File: config.mk
export PLATFORM = sky130hd
export DESIGN_NAME = switch_debounce
export DESIGN_NICKNAME = d
export VERILOG_FILES = /design/src/rtl/switch_debounce.sv
export SDC_FILE = /design/constraint.sdc
export NUM_CORES = 1
export LEC_CHECK = 0
export BUFFER_PORTS_ARGS = -buffer_cell sky130_fd_sc_hd__clkbuf_2
export CORE_MARGIN = 4
export CORE_UTILIZATION = 52
export DETAILED_ROUTE_END_ITERATION = 6
export PLACE_DENSITY = 0.81
export SLEW_MARGIN = 40
export SYNTH_ARGS = -nofsm -noshare
export SYNTH_HDL_FRONTEND = slang
export SYNTH_SLANG_ARGS = --single-unit
export TNS_END_PERCENT = 30
File: constraint.sdc
create_clock -name CLOCK_50_I -period 1.45 [get_ports CLOCK_50_I]
set_input_delay 0.0725 -clock CLOCK_50_I [delete_from_list [all_inputs] [get_ports CLOCK_50_I]]
set_output_delay 0.0725 -clock CLOCK_50_I [all_outputs]
set_load 0.05 [all_outputs]
File: src/rtl/switch_debounce.sv
// switch_debounce
// Brings the raw slide switches into the clock domain and debounces them.
// Every switch goes through a two-flop synchroniser and is then sampled on a
// shared prescaled tick. A debounced bit only changes after STABLE_TICKS
// consecutive tick samples agree. The block also produces one-cycle
// rise/fall/change strobes so downstream logic needs no edge detectors.
//
// Optional feature: define DEBOUNCE_EDGE_COUNT_EN to add EDGE_COUNT_O, a
// 16-bit wrapping count of rising edges on debounced bit 0.
module switch_debounce #(
  parameter int NUM_SW       = 18,
  parameter int TICK_DIV     = 50000,
  parameter int STABLE_TICKS = 4
) (
  input  logic              CLOCK_50_I,
  input  logic              RESETN_I,
  input  logic [NUM_SW-1:0] SWITCH_I,
  output logic [NUM_SW-1:0] SWITCH_O,
  output logic [NUM_SW-1:0] RISE_O,
  output logic [NUM_SW-1:0] FALL_O,
  output logic              CHANGE_O,
  output logic              TICK_O
`ifdef DEBOUNCE_EDGE_COUNT_EN
  ,
  output logic [15:0]       EDGE_COUNT_O
`endif
);

  localparam int CNT_W = (TICK_DIV > 1) ? $clog2(TICK_DIV) : 1;
  localparam logic [CNT_W-1:0] TICK_LAST = CNT_W'(TICK_DIV - 1);

  logic [NUM_SW-1:0] sync1_q;
  logic [NUM_SW-1:0] sync2_q;

  logic [CNT_W-1:0]  prescale_q;
  logic [CNT_W-1:0]  prescale_d;
  logic              tick;

  logic [NUM_SW-1:0][STABLE_TICKS-1:0] hist_q;
  logic [NUM_SW-1:0][STABLE_TICKS-1:0] hist_d;

  logic [NUM_SW-1:0] sw_q;
  logic [NUM_SW-1:0] sw_d;
  logic [NUM_SW-1:0] rise_q;
  logic [NUM_SW-1:0] rise_d;
  logic [NUM_SW-1:0] fall_q;
  logic [NUM_SW-1:0] fall_d;
  logic              change_q;
  logic              change_d;

  // Two-flop synchroniser; the raw switches are asynchronous to the clock.
  always_ff @(posedge CLOCK_50_I) begin
    if (!RESETN_I) begin
      sync1_q <= '0;
      sync2_q <= '0;
    end else begin
      sync1_q <= SWITCH_I;
      sync2_q <= sync1_q;
    end
  end

  // Prescaler next state: count 0..TICK_DIV-1, tick on the last count.
  always_comb begin
    tick       = (prescale_q == TICK_LAST);
    prescale_d = prescale_q + CNT_W'(1);
    if (tick) begin
      prescale_d = '0;
    end
  end

  // Prescaler register; reset restarts the tick phase from zero.
  always_ff @(posedge CLOCK_50_I) begin
    if (!RESETN_I) begin
      prescale_q <= '0;
    end else begin
      prescale_q <= prescale_d;
    end
  end

  // History next state: shift in the synchronised level only on a tick.
  always_comb begin
    hist_d = hist_q;
    if (tick) begin
      for (int i = 0; i < NUM_SW; i++) begin
        hist_d[i] = {hist_q[i][STABLE_TICKS-2:0], sync2_q[i]};
      end
    end
  end

  // History shift registers, one per switch.
  always_ff @(posedge CLOCK_50_I) begin
    if (!RESETN_I) begin
      hist_q <= '0;
    end else begin
      hist_q <= hist_d;
    end
  end

  // Debounce decision: a uniform history that disagrees with the current
  // level flips it; any mixed history holds the level and rejects bounce.
  always_comb begin
    rise_d = '0;
    fall_d = '0;
    for (int i = 0; i < NUM_SW; i++) begin
      rise_d[i] = (&hist_q[i]) & ~sw_q[i];
      fall_d[i] = ~(|hist_q[i]) & sw_q[i];
    end
    sw_d     = (sw_q | rise_d) & ~fall_d;
    change_d = |(rise_d | fall_d);
  end

  // Debounced levels and their one-cycle strobes, all registered together.
  always_ff @(posedge CLOCK_50_I) begin
    if (!RESETN_I) begin
      sw_q     <= '0;
      rise_q   <= '0;
      fall_q   <= '0;
      change_q <= 1'b0;
    end else begin
      sw_q     <= sw_d;
      rise_q   <= rise_d;
      fall_q   <= fall_d;
      change_q <= change_d;
    end
  end

`ifdef DEBOUNCE_EDGE_COUNT_EN
  logic [15:0] edgeCnt_q;
  logic [15:0] edgeCnt_d;

  // Edge counter next state: bump alongside the RISE_O[0] strobe, wraps.
  always_comb begin
    edgeCnt_d = edgeCnt_q + {15'b0, rise_d[0]};
  end

  // Edge counter register.
  always_ff @(posedge CLOCK_50_I) begin
    if (!RESETN_I) begin
      edgeCnt_q <= '0;
    end else begin
      edgeCnt_q <= edgeCnt_d;
    end
  end

  assign EDGE_COUNT_O = edgeCnt_q;
`endif

  assign SWITCH_O = sw_q;
  assign RISE_O   = rise_q;
  assign FALL_O   = fall_q;
  assign CHANGE_O = change_q;
  assign TICK_O   = tick;

endmodule

== Yosys cells after proc, flatten, opt, wreduce, memory -nomap -nowiden ==
Index checks and enable logic that the tools add are counted.
Word-level totals
  register bits: 179
  logic and storage cells: 142
Operators by class
  eq/ne operators: 1
  add/sub/neg operators: 1
  reduce and logical (&&, ||, !) cells: 38
  bitwise gates (word level): 77
Operator list (number)
  $reduce_and A4 Y1: 18
  $reduce_or A4 Y1: 18
  $not A1 Y1: 37
  $and A1 B1 Y1: 36
  $or A18 B18 Y18: 2
  $and A18 B18 Y18: 1
  $not A18 Y18: 1
  $reduce_or A18 Y1: 1
  $add A16 B1 Y16 const B: 1
  $eq A16 B16 Y1 const B: 1
  $reduce_or A2 Y1: 1

== Depth between registers and ports, before layout ==
Gate-level depths: netlist of the first run.
  depth after elaboration: 5
  mapped depth: 7

== Worst setup path after synthesis of the first run ==
No wires, ideal clock.
  path type: flip-flop to flip-flop
  start point: register sw_q[0] (netlist: SWITCH_O[0])
  end point: register change_q (netlist: CHANGE_O)
  stages on the path, launching flop included: 5
  data arrival time: 1.478 ns
  slack: -0.148 ns
  data required time: 1.330 ns
  path buffers: 0
  cell sequence: dfxtp_1 and3b_1 nor4_1 nand2_1 o31a_1
On the way
  word-level cells in the longest chain between the ends: 4
  elaborated cells on any way between the ends: 5
  those cells by class: bitwise: 4; reduce/logical: 1
Ends and longest elaborated chain
  start: declaration: RTL line 42  | logic [NUM_SW-1:0] sw_q;
  start signal: assignment: RTL line 120  | sw_q <= sw_d;
  $not A1 Y1: RTL line 105  | rise_d[i] = (&hist_q[i]) & ~sw_q[i];
  $and A1 B1 Y1: RTL line 105
  $or A18 B18 Y18 *: RTL line 109  | change_d = |(rise_d | fall_d);
  $reduce_or A18 Y1 *: RTL line 109
  end signal: assignment: RTL line 123  | change_q <= change_d;
  end: declaration: RTL line 48  | logic change_q;
Mark *: on every way between the ends. The rest lies on a longest branch, timed or not.
A chain may end at the register's enable or synchronous reset.

== Worst setup path after layout of the first run ==
  start point: register prescale_q[5]
  end point: output TICK_O
On the way
  word-level cells in the longest chain between the ends: 1
Ends and longest elaborated chain
  start: declaration: RTL line 35  | logic [CNT_W-1:0] prescale_q;
  start signal: assignment: RTL line 76  | prescale_q <= prescale_d;
  $eq A16 B16 Y1: RTL line 64  | tick = (prescale_q == TICK_LAST);
  end: declaration: RTL line 22  | output logic TICK_O
No other way between the ends.

==> out/metrics.csv, run 1 <==
stage;metric;value;unit
clocking;Clock transition at path regs;60;ps
timing;final worst slack;-266;ps
placement;Placed Instances;1024;
route;via density per instance;5.12;
placement;DP HPWL;9.99;mm
route;met3 WL post-DR;783;um
setup_path;delay of the slowest critical-path stage;340;ps
job;Max Cap Viol;0;
global_routing;vias in the first global route;5492;
synthesis;Primary FF master, synth;dfxtp_1;
cells_and_area;Area growth syn-to-layout;37.0;%
route;DRT Pass-1 Iters;4;
cells_and_area;Final Non-Filler Cells;1081;
route;top sig layer;met4;
route;final WL;15.8;mm
setup_path;R2R Setup Slk;-250;ps
setup_path;Reg2Reg Capture Point;hist_q[31];
setup_path;crit end category;primary output;
clocking;cts bufs inserted;17;
timing;Setup Viol. Count Final;90;
clocking;root buf cell;clkbuf_16;
synthesis;cell area after synthesis;0.00657;mm^2
die;Initial Util;54.0;%
synthesis;Post-synth EDFFs;0;
clocking;latest clock arrival within the worst-skew pair;430;ps
synthesis;most frequent cell after synthesis;dfxtp_1;
die;Die Wd;120;um
synthesis;main area contributors after synthesis;dfxtp_1 (55%), nand2_1 (9.5%), a21boi_1 (7.9%);
global_routing;total congestion overflow;0;
setup_path;critical path cell sequence;nor4b_4, nand4_1, clkinv_4, buf_12, buf_12;
die;num rows;40;
route;initial drt markers;316;
synthesis;Syn Inst Count;701;
timing;period utilization;118;%
synthesis;Post-Syn Area per Cell;9.37;um^2
synthesis;Yosys top cell by area;dfxtp_1;
setup_path;CP startpoint;prescale_q[5];
clocking;Max clock buf depth;2;
synthesis;number of unique standard cell types used by synthesis;31;
timing;Achievable Freq;583;MHz
timing;worst-case clock skew;7.12;ps
timing;Max Transition Viols Final;0;
setup_path;Crit Path Class;reg2out;
route;met1 WL;6.34;mm
clocking;Clock Sink Count;179;
hold_path;worst hold path stage count;2;
power_and_ir_drop;maximum vdd drop;0.916;mV
power_and_ir_drop;LEAKAGE;3.90;nW
setup_path;crit path max fanout;2;
clocking;H-Tree Depth;4;
cells_and_area;Nets;921;
synthesis;asr flop ratio synth;0;%
hold_path;HP Class;in2reg;
setup_path;worst r2r path cells;7;
synthesis;Seq/Total Area, Yosys;54.6;%
setup_path;kind of start point of the critical path;register;
setup_path;CP required;1380;ps
route;Vias;5530;
run_status;violated checks;negative setup slack;
global_routing;initial antenna violation count;0;
synthesis;Ys Warns;0;
synthesis;Commonest cells post-synth;dfxtp_1 (179), nand2_1 (167), and2_1 (71);
timing;worst-margin pin slew;336;ps
route;Avg WL per Cell;14.6;um
power_and_ir_drop;final total power;9.85;mW
run_status;status;complete, but fails checks;
setup_path;Critical-path top delay cell;dfxtp_2;
placement;routability cong.;0.781;
hold_path;WHS Endpoint;SWITCH_O[2];
timing;Hold Vio Cnt, Final;0;
synthesis;syn_nets;722;
route;Post-DRT Antenna Nets;0;
global_routing;first-pass GRT wire length;25.9;mm
die;core outline area;0.0122;mm^2
timing;min Tclk post-route;1720;ps
synthesis;flops & latches, synth;179;
global_routing;GRT Util Overall;22.3;%
power_and_ir_drop;Power Dens Cells;1100;mW/mm^2
hold_path;min-delay src;RESETN_I;
cells_and_area;post-layout util;74.0;%
global_routing;largest net degree at the start of global routing;75;
cells_and_area;layout cell share with drive strength beyond 1;30.8;%
die;I/O pin count;76;
cells_and_area;ant diodes;0;
timing;Slew headroom;77.4;%
route;DRC viols;0;
timing;RSZ-0062 raised after global routing;true;
clocking;TritonCTS clock tree;yes;
timing;setup TNS;-8390;ps
setup_path;WP data arrival;1640;ps
die;die height;120;um
die;die area;0.0145;mm^2
synthesis;post-synth top area share;54.6;%
placement;I/O Buffers;75;
setup_path;most used cell along the critical path;buf_12;
setup_path;R2R Path Start;prescale_q[5];
route;metal2 WL;8.40;mm
sequential cells by signal, indices dropped and copies added, names as in the netlist:
name,cells
CHANGE_O,1
FALL_O,18
RISE_O,18
SWITCH_O,18
hist_q,72
prescale_q,16
sync1_q,18
sync2_q,18
through the flow:
step           instance area [um^2]  hold slack, ps  setup slack (ps)
2_1_floorplan                  6620             200             -9.86
6_report                       9000            58.9              -266
5_1_grt                        9000            56.7              -329
3_5_place_dp                   7940             287              -309
3_3_place_gp                   7940             278              -209
4_1_cts                        8830            42.5              -281
cells in the final DEF, fill, tap and decap left out, types with 19 or more instances in the layout:
cell type | netlist | layout
nand2_1 | 167 | 167
dfxtp_1 | 179 | 159
buf_4 | 0 | 112
clkbuf_2 | 0 | 73
and2_1 | 71 | 71
a21boi_1 | 69 | 64
dfxtp_2 | 0 | 20
and3_1 | 22 | 20
nor2_1 | 20 | 20
a21boi_0 | 21 | 19
worst max-delay path by stage:
stage,depth (start not counted),slack (ps),endpoint
final,5,-270,TICK_O
after global routing,6,-330,TICK_O
after CTS,6,-280,TICK_O
after detailed placement,5,-310,hist_q[28]
after global placement,6,-210,CHANGE_O
after floorplan,6,-10,prescale_q[1]
cell families (layout without fill, tap and decap cells):
group / Yosys count / in the layout / synth area share (%)
compound gates: 111 / 111 / 12.0
flops: 179 / 179 / 54.6
simple gates: 360 / 360 / 28.2
fa+ha+maj: 1 / 1 / 0.191
buf+inv: 36 / 248 / 3.14
xor+xnor: 14 / 14 / 1.87
cell type report:
type                            count  area, um^2
Multi-Input combinational cell    486        2970
Clock buffer                       18         429
Tap cell                          168         210
Timing Repair Buffer              214        1600
Sequential cell                   179        3610
Fill cell                         801        3170
Inverter                            2        12.5
Clock inverter                     14         161
power breakdown:
group	switching (mW)	total [mW]	internal (mW)	leakage, nW
Clock	1.92	4.62	2.70	0.290
Sequential	0.0177	4.99	4.97	1.46
Combinational	0.0973	0.240	0.143	2.15
worst max-delay path: cells and delay by family (launching register included):
family                 cells  cell delay [ps]
and+or+nand+nor            2              520
buffers and inverters      3              350
DFF                        1              340
repair_timing:
action	4_1_cts	5_1_grt
pin swaps	4	6
gates resized for setup	12	32
hold buffers	18	0
setup buffers	4	2
gates cloned	1	0
hold endpoints to repair	18	0
setup endpoints to repair	93	94
layer usage:
metal,GRT usage [%],vias to the layer above
met1,25.9,2626
met5,0,-
met3,6.13,28
met4,7.01,0
met2,39.9,140
li1,-,2736
No activity file was read; power rests on OpenSTA's default activity.
==> inputs of run 2 (changes only) <==
BUFFER_PORTS_ARGS = default   (was -buffer_cell sky130_fd_sc_hd__clkbuf_2)
CORE_UTILIZATION = 56   (was 52)
DONT_BUFFER_PORTS = 1   (was default)
PLACE_DENSITY = 0.8   (was 0.81)
==> run 2 against run 1 <==
The run ends with design-rule violations, negative hold slack, negative setup slack left. Sequential power hardly changed. Global-route usage is 3.0 points higher. Routed wire length is 6.0% higher. Power is 0.37% higher.
==> out/metrics.csv, run 2 (synthesis results as in run 1) <==
stage;metric;value;unit;change
clocking;TritonCTS clock tree;yes;;
die;core outline area;0.0115;mm^2;-5.7%
timing;worst-case clock skew;5.64;ps;-1.47 ps
setup_path;CP required;1380;ps;about the same
cells_and_area;Filler Cells Inserted;612;;-24%
global_routing;first-pass GRT wire length;26.7;mm;+3.1%
power_and_ir_drop;maximum vdd drop;1.21;mV;+32%
setup_path;CP startpoint;prescale_q[8];;
timing;Max Transition Viols Final;0;;unchanged
cells_and_area;Area growth syn-to-layout;39.4;%;
die;Die Wd;116;um;-3.4%
setup_path;WP data arrival;1650;ps;about the same
job;Max Cap Viol;0;;unchanged
setup_path;kind of start point of the critical path;register;;
global_routing;total congestion overflow;0;;unchanged
hold_path;HP Class;in2reg;;
timing;period utilization;119;%;+0.39 points
die;die height;116;um;-3.4%
hold_path;min-delay src;RESETN_I;;
cells_and_area;most flop-heavy register;hist_q;;
route;met3 WL post-DR;982;um;+25%
die;num rows;39;;-2.5%
run_status;violated checks;design-rule violations, negative hold slack, negative setup slack;;
setup_path;most used cell along the critical path;buf_12;;
setup_path;Crit Path Class;reg2out;;
die;Initial Util;57.3;%;+3.3 points
global_routing;largest net degree at the start of global routing;166;;+120%
timing;Setup Viol. Count Final;91;;+1.1%
route;initial drt markers;361;;+14%
route;DRC viols;1;;+1
cells_and_area;max reg flops;72;;unchanged
timing;min Tclk post-route;1720;ps;+5.71 ps
cells_and_area;commonest non-fill, non-tap cell in the layout;nand2_1;;
cells_and_area;final non-filler cell area;0.00915;mm^2;+1.7%
run_status;status;complete, but fails checks;;
route;Avg WL per Cell;16.4;um;+12%
clocking;H-Tree Depth;4;;unchanged
cells_and_area;ant diodes;0;;unchanged
die;die area;0.0135;mm^2;-6.7%
clocking;Clock Sink Count;179;;unchanged
route;met1 WL;6.57;mm;+3.5%
cells_and_area;most frequent cells in the layout;nand2_1 (165), dfxtp_1 (154), buf_4 (115), and2_1 (71), a21boi_1 (64);;
timing;Slew headroom;62.2;%;-15 points
global_routing;GRT Util Overall;25.3;%;+3.0 points
placement;post-place setup slack;-331;ps;-21.9 ps
placement;routability cong.;0.794;;+1.6%
clocking;Max clock buf depth;2;;unchanged
setup_path;R2R Path Start;prescale_q[8];;
placement;I/O Buffers;0;;-100%
route;top sig layer;met4;;
route;Post-DRT Antenna Nets;0;;unchanged
power_and_ir_drop;Power Dens Cells;1080;mW/mm^2;-1.3%
route;Vias;5591;;+1.1%
timing;Hold Vio Cnt, Final;124;;+124
placement;Post-DP Area;0.00757;mm^2;-4.6%
power_and_ir_drop;LEAKAGE;3.90;nW;about the same
cells_and_area;layout cell share with drive strength beyond 1;25.8;%;-5.0 points
setup_path;critical path cell sequence;nand2_1, nor3b_1, nand4_1, buf_4, clkinv_4, buf_12, buf_12;;
route;DRT Pass-1 Iters;7;;+3
clocking;root buf cell;clkbuf_16;;
die;I/O pin count;76;;unchanged
clocking;Clock transition at path regs;60;ps;about the same
timing;worst-margin pin slew;566;ps;+230 ps
global_routing;initial antenna violation count;0;;unchanged
route;metal2 WL;8.80;mm;+4.8%
route;via density per instance;5.45;;+6.5%
setup_path;delay of the slowest critical-path stage;380;ps;+40 ps
clocking;latest clock arrival within the worst-skew pair;430;ps;about the same
clocking;cts bufs inserted;17;;unchanged
timing;final worst slack;-272;ps;-5.71 ps
cells_and_area;Nets;891;;-3.3%
route;final WL;16.8;mm;+6.0%
timing;final hold slack;-222;ps;-281 ps
setup_path;crit path max fanout;2;;unchanged
clocking;hold_buf cts;54;;+36
global_routing;vias in the first global route;5552;;+1.1%
timing;RSZ-0062 raised after global routing;true;;
placement;DP HPWL;9.03;mm;-9.5%
setup_path;Critical-path top delay cell;dfxtp_1;;
timing;Achievable Freq;581;MHz;-0.33%
setup_path;crit end category;primary output;;
[run 2: changes by cell type in the layout (fill, tap and decap cells not counted), sizes merged]
cell         change
clkbuf          -69
dlygate4sd3     +36
buf              +5
bufbuf           +2
clkinv           -2
inv              -2
[run 2: where the power goes]
part	internal [mW]	total, mW	switching (mW)	leakage (nW)
Sequential	4.97	4.99	0.0189	1.46
Combinational	0.166	0.213	0.0472	2.14
Clock	2.83	4.68	1.85	0.296
Total	7.97	9.89	1.92	3.90
[run 2: final timing paths]
kind / cells past startpoint / to / slack (ps)
worst min-delay path: 1 / FALL_O[3] / -220
worst max register to register: 9 / hist_q[70] / -260
worst min register to register: 2 / hist_q[56] / 430
worst max-delay path: 7 / TICK_O / -270
[run 2: final cells by class]
class,instances,area [um^2],area share (%)
clock buffer,22,474,5.18
clock inverter,10,130,1.42
inverter,2,12.5,0.137
multi-input combinational,486,3030,33.1
sequential,179,3610,39.5
tap,143,179,1.96
timing repair buffer,184,1710,18.7
[run 2: critical path: cells and delay by family, from the launching register on]
family                 cells  cell delay (ps)
and+or+nand+nor            3              400
buffers and inverters      4              440
DFF                        1              380
[run 2: metrics by stage]
step	power (mW)	setup TNS, ps	utilization (%)	cells
final	9.89	-12750	79.8	1026
after global routing	10.2	-17940	79.8	1026
after CTS	9.90	-11930	78.8	1026
after detailed placement	5.20	-13040	66.1	933
after global placement	5.20	-9820	66.1	933
after floorplan	5.21	-9.86	-	701
[run 2: metal layers]
layer	up-vias	GRT usage, %
met5	-	0
met4	0	10.2
met3	41	6.63
met2	188	45.4
met1	2690	28.6
li1	2672	-
[run 2: repair_timing]
action | in CTS | in global routing
endpoints found under the setup margin | 91 | 94
gates resized for setup | 30 | 35
cloned | 4 | 0
pin swaps | 7 | 12
setup buffers | 4 | 1
hold endpoints to repair | 179 | 138
==> inputs of run 3 (changes only) <==
CORE_UTILIZATION = 55   (was 56)
PLACE_DENSITY = 0.79   (was 0.8)
SETUP_SLACK_MARGIN = 0.1   (was default)
==> run 3 against run 2 <==
The run ends with negative hold slack, negative setup slack left. First-iteration DRC count grew 32%. Via count decreased by 3.2%. Clock power is 2% higher. Clock skew is 6.9 ps higher. Routed wire length decreased by 2.4%.
==> out/metrics.csv, run 3 (synthesis results as in run 1) <==
stage;metric;value;unit;change
timing;Max Transition Viols Final;0;;unchanged
timing;final worst slack;-286;ps;-14.8 ps
run_status;violated checks;negative hold slack, negative setup slack;;
cells_and_area;ant diodes;0;;unchanged
hold_path;WHS Endpoint;FALL_O[3];;
setup_path;Crit Path Class;reg2out;;
global_routing;vias in the first global route;5370;;-3.3%
hold_path;worst hold path stage count;1;;unchanged
power_and_ir_drop;maximum vdd drop;0.730;mV;-40%
die;num rows;39;;unchanged
clocking;TritonCTS clock tree;yes;;
cells_and_area;most frequent cells in the layout;nand2_1 (165), dfxtp_1 (162), buf_4 (97), and2_1 (71), a21boi_1 (64);;
clocking;Clock Sink Count;179;;unchanged
setup_path;CP required;1380;ps;about the same
clocking;H-Tree Depth;4;;unchanged
cells_and_area;Final Non-Filler Cells;1007;;-1.9%
cells_and_area;max reg flops;72;;unchanged
cells_and_area;Area growth syn-to-layout;36.5;%;
hold_path;HP Class;in2reg;;
power_and_ir_drop;Power Dens Cells;1110;mW/mm^2;+3.1%
clocking;Clock transition at path regs;70;ps;about the same
cells_and_area;layout cell share with drive strength beyond 1;22.8;%;-3.0 points
timing;worst-case clock skew;12.6;ps;+6.94 ps
job;Max Cap Viol;0;;unchanged
placement;I/O Buffers;0;;unchanged
timing;period utilization;120;%;+1.0 points
timing;min Tclk post-route;1740;ps;+14.8 ps
timing;setup TNS;-16450;ps;-3700 ps
setup_path;kind of start point of the critical path;register;;
timing;Achievable Freq;576;MHz;-0.85%
route;Post-DRT Antenna Nets;0;;unchanged
cells_and_area;final non-filler cell area;0.00896;mm^2;-2.1%
power_and_ir_drop;switching power;1.99;mW;+3.7%
timing;RSZ-0062 raised after global routing;true;;
timing;Hold Vio Cnt, Final;128;;+3.2%
setup_path;crit end category;primary output;;
power_and_ir_drop;Logic pwr share;2.2;%;about the same
route;DRT Pass-1 Iters;5;;-2
setup_path;Reg2Reg Capture Point;hist_q[37];;
hold_path;min-delay src;RESETN_I;;
route;via density per instance;5.37;;-1.4%
clocking;latest clock arrival within the worst-skew pair;430;ps;about the same
cells_and_area;multi-input logic area;0.00299;mm^2;-1.2%
placement;Post-DP Area;0.00740;mm^2;-2.3%
cells_and_area;commonest non-fill, non-tap cell in the layout;nand2_1;;
timing;worst-margin pin slew;524;ps;-42.9 ps
setup_path;R2R Path Start;prescale_q[0];;
global_routing;initial antenna violation count;0;;unchanged
placement;DP HPWL;9.12;mm;+0.96%
global_routing;total congestion overflow;0;;unchanged
cells_and_area;Seq. cell area;0.00360;mm^2;-0.28%
power_and_ir_drop;P_int;7.99;mW;+0.26%
power_and_ir_drop;Net Sw Frac;19.9;%;+0.53 points
global_routing;largest net degree at the start of global routing;166;;unchanged
power_and_ir_drop;Sequential Power Share;50.0;%;-0.5 points
timing;Setup Viol. Count Final;90;;-1.1%
die;Initial Util;56.8;%;-0.48 points
die;die height;117;um;+0.84%
cells_and_area;post-layout util;77.5;%;-2.3 points
power_and_ir_drop;Clock power frac;47.8;%;+0.4 points
setup_path;R2R Setup Slk;-290;ps;-30 ps
route;initial drt markers;476;;+32%
timing;final hold slack;-220;ps;+1.81 ps
route;Vias;5411;;-3.2%
global_routing;GRT Util Overall;23.5;%;-1.8 points
setup_path;WP data arrival;1660;ps;about the same
placement;Placed Instances;911;;-2.4%
setup_path;crit path max fanout;2;;unchanged
die;Die Wd;117;um;+0.84%
cells_and_area;Filler Cells Inserted;690;;+13%
timing;Slew headroom;65.0;%;+2.9 points
cells_and_area;Nets;872;;-2.1%
clocking;Max clock buf depth;2;;unchanged
route;final WL;16.4;mm;-2.4%
power_and_ir_drop;LEAKAGE;3.77;nW;-3.3%
global_routing;first-pass GRT wire length;25.3;mm;-5.3%
cells_and_area;most flop-heavy register;hist_q;;
die;core outline area;0.0116;mm^2;+0.85%
die;I/O pin count;76;;unchanged
route;Avg WL per Cell;16.3;um;-0.56%
run_status;status;complete, but fails checks;;
route;DRC viols;0;;-1
placement;routability cong.;0.789;;-0.63%
clocking;root buf cell;clkbuf_16;;
die;die area;0.0137;mm^2;+1.7%
clocking;cts bufs inserted;17;;unchanged
setup_path;worst r2r path cells;7;;-2
clocking;hold_buf cts;54;;unchanged
run 3: changes by cell type in the layout (fill, tap and decap cells not counted), sizes merged:
cell / delta
buf: -19
bufbuf: -2
clkinvlp: +1
inv: +1
run 3: what timing repair did:
item | 4_1_cts | 5_1_grt
cloned | 1 | 2
endpoints found under the setup margin | 93 | 97
setup buffers | 3 | 4
gates resized for setup | 30 | 27
hold endpoints to repair | 179 | 130
pin swaps | 3 | 10
run 3: cell type report:
type                    instances  share of cell area [%]
inverters                       2                   0.140
well taps                     143                    2.00
clock buffers                  20                    5.21
repair buffers                165                    17.3
multi-input cells             486                    33.4
flip-flops and latches        179                    40.2
clock inverters                12                    1.72
run 3: metrics by stage:
step / setup slack, ps / power (mW)
final: -286 / 9.98
after global placement: -333 / 5.20
after floorplan: 5.14 / 5.21
after global routing: -325 / 10.2
after CTS: -252 / 9.97
after detailed placement: -344 / 5.20
run 3: power groups by stage:
stage	Sequential (mW)	Combinational, mW	Clock [mW]
2_1_floorplan	5.10	0.119	0
3_3_place_gp	5.10	0.102	0
3_5_place_dp	5.10	0.105	0
4_1_cts	4.99	0.204	4.78
5_1_grt	4.99	0.237	5.02
6_report	4.99	0.218	4.77
run 3: how the worst max path moves through the flow:
| stage | startpoint | end | slack [ps] | depth (start not counted) |
|---|---|---|---|---|
| 3_3_place_gp | hist_q[1] | CHANGE_O | -330 | 5 |
| 2_1_floorplan | prescale_q[1] | prescale_q[1] | 5 | 6 |
| 5_1_grt | prescale_q[0] | TICK_O | -320 | 6 |
| 4_1_cts | prescale_q[1] | TICK_O | -250 | 6 |
| 6_report | prescale_q[0] | TICK_O | -290 | 6 |
| 3_5_place_dp | hist_q[1] | CHANGE_O | -340 | 5 |
run 3: metal layers:
| metal | wire (um) | track usage (%) |
|---|---|---|
| met5 | 0 | 0 |
| met1 | 6640 | 26.6 |
| met3 | 932 | 6.43 |
| met2 | 8460 | 41.0 |
| met4 | 341 | 10.9 |
run 3: worst max-delay path: stages (launching register included):
cell      delay (ps)
dfxtp_2          360
ha_4             140
and3_4           180
nand4_1          200
clkinv_4         120
buf_12           110
buf_12           120
